<file path="src/rtl/risc_v_ctrl_decode.sv">
// ---------------------------------------------------------------------------
// risc_v_ctrl_decode
//   Main control decode for a single-issue RISC-V pipeline. This block decodes
//   the opcode and ALU function fields of the instruction, together with the
//   two PC adders that follow the fetch stage. Every output is registered, so
//   results appear one clock edge after the inputs are presented.
//
// Ports
//   clk            rising-edge clock
//   reset          asynchronous, active-low; clears every output register
//   stall          1 = all output registers hold their current value
//   instruction    32-bit instruction word
//   pc             current program counter (XLEN)
//   imm_data       sign-extended immediate (XLEN)
//   Branch, MemRead, MemtoReg, MemWrite, ALUSrc, RegWrite
//                  registered single-bit control flags
//   ALUOp          registered ALU operation class (2)
//   Operation      registered ALU operation code (4)
//   pc_plus4       registered pc + 4, wrapping modulo 2^XLEN
//   branch_target  registered pc + (imm_data << 1), wrapping modulo 2^XLEN
// ---------------------------------------------------------------------------
module risc_v_ctrl_decode #(
    parameter int XLEN = 64
) (
    input  logic            clk,
    input  logic            reset,
    input  logic            stall,
    input  logic [31:0]     instruction,
    input  logic [XLEN-1:0] pc,
    input  logic [XLEN-1:0] imm_data,
    output logic            Branch,
    output logic            MemRead,
    output logic            MemtoReg,
    output logic            MemWrite,
    output logic            ALUSrc,
    output logic            RegWrite,
    output logic [1:0]      ALUOp,
    output logic [3:0]      Operation,
    output logic [XLEN-1:0] pc_plus4,
    output logic [XLEN-1:0] branch_target
);

    // Major opcodes this block recognises
    localparam logic [6:0] OP_RTYPE  = 7'b0110011;
    localparam logic [6:0] OP_LOAD   = 7'b0000011;
    localparam logic [6:0] OP_STORE  = 7'b0100011;
    localparam logic [6:0] OP_BRANCH = 7'b1100011;
    localparam logic [6:0] OP_ITYPE  = 7'b0010011;

    // ALU operation codes
    localparam logic [3:0] ALU_AND = 4'b0000;
    localparam logic [3:0] ALU_OR  = 4'b0001;
    localparam logic [3:0] ALU_ADD = 4'b0010;
    localparam logic [3:0] ALU_SUB = 4'b0110;

    // Control bundle, ordered as it is listed in the decode table below
    typedef struct packed {
        logic       alu_src;
        logic       mem_to_reg;
        logic       reg_write;
        logic       mem_read;
        logic       mem_write;
        logic       branch;
        logic [1:0] alu_op;
    } ctrl_t;

    localparam ctrl_t CTRL_NONE = '0;

    logic [6:0]      opcode;
    logic [3:0]      funct;
    ctrl_t           ctrl_d;
    logic [3:0]      operation_d;
    logic [XLEN-1:0] pc_plus4_d;
    logic [XLEN-1:0] branch_target_d;

    assign opcode = instruction[6:0];
    assign funct  = {instruction[30], instruction[14:12]};

    // Register, immediate and upper funct7 fields are decoded elsewhere.
    logic unused_instr_bits;
    assign unused_instr_bits = ^{instruction[31], instruction[29:15], instruction[11:7]};

    // ------------------------------------------------------------------
    // Main control decode. Unknown opcodes fall through to all-zero so a
    // junk instruction can never write memory or the register file.
    // ------------------------------------------------------------------
    always_comb begin
        ctrl_d = CTRL_NONE;
        unique case (opcode)
            //                 src   m2r   regw  mrd   mwr   br    aluop
            OP_RTYPE:  ctrl_d = '{1'b0, 1'b0, 1'b1, 1'b0, 1'b0, 1'b0, 2'b10};
            OP_LOAD:   ctrl_d = '{1'b1, 1'b1, 1'b1, 1'b1, 1'b0, 1'b0, 2'b00};
            OP_STORE:  ctrl_d = '{1'b1, 1'b0, 1'b0, 1'b0, 1'b1, 1'b0, 2'b00};
            OP_BRANCH: ctrl_d = '{1'b0, 1'b0, 1'b0, 1'b0, 1'b0, 1'b1, 2'b01};
            OP_ITYPE:  ctrl_d = '{1'b1, 1'b0, 1'b1, 1'b0, 1'b0, 1'b0, 2'b00};
            default:   ctrl_d = CTRL_NONE;
        endcase
    end

    // ------------------------------------------------------------------
    // ALU control. Only the R-type class looks at Funct; everything not
    // explicitly listed (including ALUOp 11) resolves to add.
    // ------------------------------------------------------------------
    always_comb begin
        operation_d = ALU_ADD;
        case (ctrl_d.alu_op)
            2'b00: operation_d = ALU_ADD;
            2'b01: operation_d = ALU_SUB;
            2'b10: begin
                case (funct)
                    4'b0000: operation_d = ALU_ADD;
                    4'b1000: operation_d = ALU_SUB;
                    4'b0111: operation_d = ALU_AND;
                    4'b0110: operation_d = ALU_OR;
                    default: operation_d = ALU_ADD;
                endcase
            end
            default: operation_d = ALU_ADD;
        endcase
    end

    // ------------------------------------------------------------------
    // PC adders. Both wrap modulo 2^XLEN; the shifted immediate drops its
    // top bit, and negative immediates subtract through two's complement.
    // ------------------------------------------------------------------
    assign pc_plus4_d      = pc + XLEN'(4);
    assign branch_target_d = pc + (imm_data << 1);

    // ------------------------------------------------------------------
    // Output registers. Reset wins over stall and clears everything at
    // once, so a decode in flight when reset arrives is simply dropped.
    // ------------------------------------------------------------------
    always_ff @(posedge clk or negedge reset) begin
        if (!reset) begin
            Branch        <= 1'b0;
            MemRead       <= 1'b0;
            MemtoReg      <= 1'b0;
            MemWrite      <= 1'b0;
            ALUSrc        <= 1'b0;
            RegWrite      <= 1'b0;
            ALUOp         <= 2'b00;
            Operation     <= 4'b0000;
            pc_plus4      <= '0;
            branch_target <= '0;
        end else if (!stall) begin
            Branch        <= ctrl_d.branch;
            MemRead       <= ctrl_d.mem_read;
            MemtoReg      <= ctrl_d.mem_to_reg;
            MemWrite      <= ctrl_d.mem_write;
            ALUSrc        <= ctrl_d.alu_src;
            RegWrite      <= ctrl_d.reg_write;
            ALUOp         <= ctrl_d.alu_op;
            Operation     <= operation_d;
            pc_plus4      <= pc_plus4_d;
            branch_target <= branch_target_d;
        end
    end

endmodule

</file>
<file path="config.mk">
export PLATFORM = sky130hd
export DESIGN_NAME = risc_v_ctrl_decode
export DESIGN_NICKNAME = d
export VERILOG_FILES = /design/src/rtl/risc_v_ctrl_decode.sv
export SDC_FILE = /design/constraint.sdc
export NUM_CORES = 1
export LEC_CHECK = 0
export BUFFER_PORTS_ARGS = -buffer_cell sky130_fd_sc_hd__buf_2
export CAP_MARGIN = 10
export CORE_MARGIN = 5
export CORE_UTILIZATION = 48
export DETAILED_ROUTE_END_ITERATION = 10
export GPL_TIMING_DRIVEN = 0
export MAX_ROUTING_LAYER = met4
export PLACE_DENSITY = 0.79
export SETUP_SLACK_MARGIN = 0.15
export SYNTH_ARGS = -nofsm -noshare
export SYNTH_HDL_FRONTEND = slang
export SYNTH_SLANG_ARGS = --single-unit
</file>
<file path="constraint.sdc">
create_clock -name clk -period 0.8 [get_ports clk]
set_input_delay 0.04 -clock clk [delete_from_list [all_inputs] [get_ports clk]]
set_output_delay 0.04 -clock clk [all_outputs]
set_load 0.02 [all_outputs]
</file>
==> flow_summary.json <==
{
  "dr.pass1.iters": 7,
  "final_max_slew_viol_count": 0,
  "critical_path.top_delay_family": "compound AO/OA/AOI/OAI gates",
  "drt_iter0_drc": 1695,
  "power_density_nw_per_um2": 1700,
  "outcome": "finished, violations left",
  "max_stage_delay_ns": 0.40,
  "place_hpwl_um": 25700,
  "multi_input_area_sq_um": 8070,
  "wl_um": 51400,
  "rr_endpoint": "branch_target[63]$_DFFE_PN0N_",
  "p_seq_share_pct": 29.5,
  "ys_seq_area_share_pct": 35.1,
  "ir_drop_v": 0.00146,
  "setup_viol_count_final": 270,
  "synth_seq_cells": 136,
  "start_kind": "input port",
  "grt_pass1_vias": 12031,
  "wl_per_cell_um": 25.9,
  "holdBufCountCts": 11,
  "coreArea_sq_um": 20000,
  "p_comb_share_pct": 44.4,
  "synth.distinct_cells": 68,
  "clockBufferDepth": 2,
  "fmax_mhz": 414,
  "cts.sinks": 136,
  "ios": 303,
  "p_clk_share_pct": 26.1,
  "finalSetupTns_ns": -143.72,
  "clk_pin_slew_ns": 0.07,
  "final_cell_mix": "225 x buf_6, 179 x nand2_1, 137 x buf_4",
  "root_buffer": "clkbuf_16",
  "worst_ep_arrival_time_ns": 2.73,
  "grt_pass1_wl_um": 66400,
  "synth_edf_count": 0,
  "drive_above_1_share_pct": 48.8,
  "cp-end-kind": "flop",
  "area_growth_pct": 79.0,
  "grt-ovfl-total": 0,
  "path_cells": "buf_2, ha_1, clkbuf_1, nand2_1, or3_1, o21ai_1, nand3_1, a32oi_1, a31oi_4, xnor2_2, mux2_4",
  "synth_cells": 1186,
  "p_int_w": 0.0180,
  "worstReg2RegStart": "branch_target[63]$_DFFE_PN0N_",
  "grt_usage_pct": 36.5,
  "fp.dieH_um": 152,
  "die_x_um": 152,
  "layout_setup_ws_ns": -1.62,
  "h-tree-depth": 4,
  "maxCapViolCount": 0,
  "met3_usage_pct": 7.00,
  "drtAntennaViolNets": 0,
  "dieArea_sq_um": 23100,
  "r2r_slack_ns": -0.27,
  "critical_path.startpoint": "pc[57]",
  "antenna_found_initial": 3,
  "cp_slowest_cell": "clkbuf_1",
  "num_rows": 52,
  "critPathBufInv": 2,
  "min_path_type": "input port to asynchronous set/reset pin",
  "drc": 0,
  "finalCritPeriodShare_pct": 302,
  "max_slew_margin_pct": 35.0,
  "reg2reg_depth": 2,
  "p_leak_nw": 7.70,
  "cts_tree": "yes",
  "crit_required_ns": 1.12,
  "port_buffers": 278,
  "worstSetupPathType": "input port to flop",
  "final_common_cell": "buf_6",
  "grt-busiest-layer": "met2",
  "switching_share_pct": 38.9,
  "cp_max_fo": 9,
  "seq_area_sq_um": 3410,
  "tightest_slew_ns": 0.968,
  "p_sw_w": 0.0115,
  "fill_cells": 889,
  "synthArstFlopShare_pct": 100,
  "clk_latency_ns": 0.43,
  "grt_start_max_net_pins": 87,
  "hold_ws_ns": -0.447,
  "final_util_pct": 86.5,
  "initial_core_util_pct": 48.4,
  "route.detailed.vias_per_inst": 6.51,
  "grt_util_met2_pct": 59.5,
  "gpl.final_weighted_congestion": 0.933,
  "fin_worst_skew_ns": 0,
  "syn_area_sq_um": 9690,
  "numCtsBuffers": 17,
  "violations": "negative hold slack, negative setup slack",
  "rsz0062_at_grt": "true",
  "hold_viol": 82,
  "yosys_warnings": 0,
  "routed-via-count": 12902,
  "syn-num-nets": 1415,
  "finalCriticalPeriod_ns": 2.42,
  "nNetsFinal": 1925,
  "dominantRegCellSynth": "dfrtp_1",
  "avgSynthCellArea_sq_um": 8.17,
  "p_total_w": 0.0295,
  "grtUsageMet1_pct": 43.6
}
[synth_stat cells (11+ instances only)]
cell type | number | share of area (%)
clkbuf_1 | 46 | 1.8
a21oi_1 | 90 | 4.6
dfrtp_1 | 136 | 35
nand3_1 | 37 | 1.9
xor2_1 | 62 | 5.6
nand2_1 | 212 | 8.2
inv_1 | 27 | 1.0
nor3_1 | 15 | 0.77
and3_1 | 25 | 1.6
a21o_1 | 19 | 1.5
nand4_1 | 25 | 1.6
xnor2_1 | 54 | 4.9
o21bai_1 | 17 | 1.3
nor2_1 | 59 | 2.3
o21ai_0 | 165 | 8.5
a31oi_1 | 11 | 0.71
ha_1 | 65 | 8.4
[sequential cells by signal, summed over array words and instances (netlist names)]
signal         flops
ALUSrc             1
RegWrite           1
MemRead            1
Operation          3
branch_target     63
ALUOp              2
MemWrite           1
pc_plus4          64
[layer usage]
layer  vias to the layer above  wire [um]
li1                       5210          -
met3                       394       4990
met2                      1187      23900
met4                         0       4470
met5                         -          0
met1                      6111      18000
[power groups by stage]
stage	sequential (W)	clock, W	combinational, W
2_1_floorplan	0.00963	0	0.00391
3_3_place_gp	0.00843	0	0.00794
3_5_place_dp	0.00847	0	0.00806
4_1_cts	0.00856	0.00745	0.0110
5_1_grt	0.00877	0.00783	0.0136
6_report	0.00871	0.00769	0.0131
[worst max-delay path by stage]
stage,endpoint,cells past startpoint
global placement,MemRead$_DFFE_PN0N_,1
global route,branch_target[61]$_DFFE_PN0N_,13
detailed placement,branch_target[63]$_DFFE_PN0N_,12
CTS,branch_target[63]$_DFFE_PN0N_,12
floorplan,branch_target[63]$_DFFE_PN0N_,11
finish,branch_target[63]$_DFFE_PN0N_,11
[cells by family (layout without fill, tap and decap cells)]
group                    Yosys count  in the layout  synth area share [%]
XOR/XNOR                         116            116                  10.5
adder cells (fa/ha/maj)           66             66                  8.60
flip-flops                       136            136                  35.1
buffers and inverters             78            601                  3.18
other                              1              4                0.0387
multiplexers                       8              8                 0.917
AND/OR/NAND/NOR                  427            427                  20.5
AO/OA/AOI/OAI                    354            354                  21.1
[metrics by stage]
step           setup slack, ns  cell area (sq um)  instances
6_report                 -1.62              17300       1982
5_1_grt                  -1.68              17300       1982
4_1_cts                  -1.44              16000       1909
3_5_place_dp             -2.26              12300       1735
3_3_place_gp             -2.52              12200       1734
2_1_floorplan            -1.68              10500       1186
[what timing repair did]
item	4_1_cts	5_1_grt
pin swaps	119	91
setup buffers	131	70
endpoints found under the setup margin	268	275
gates resized for setup	570	176
hold endpoints to repair	111	82
[layout make-up]
| type | count | share of cell area (%) |
|---|---|---|
| repair buffers | 491 | 25.6 |
| inverters | 27 | 0.642 |
| plain buffers | 51 | 2.53 |
| well taps | 270 | 1.95 |
| multi-input cells | 972 | 46.5 |
| diodes | 3 | 0.0433 |
| clock buffers | 19 | 2.50 |
| flip-flops and latches | 136 | 19.7 |
| clock inverters | 13 | 0.577 |
Power figures use the tool's default switching activity.
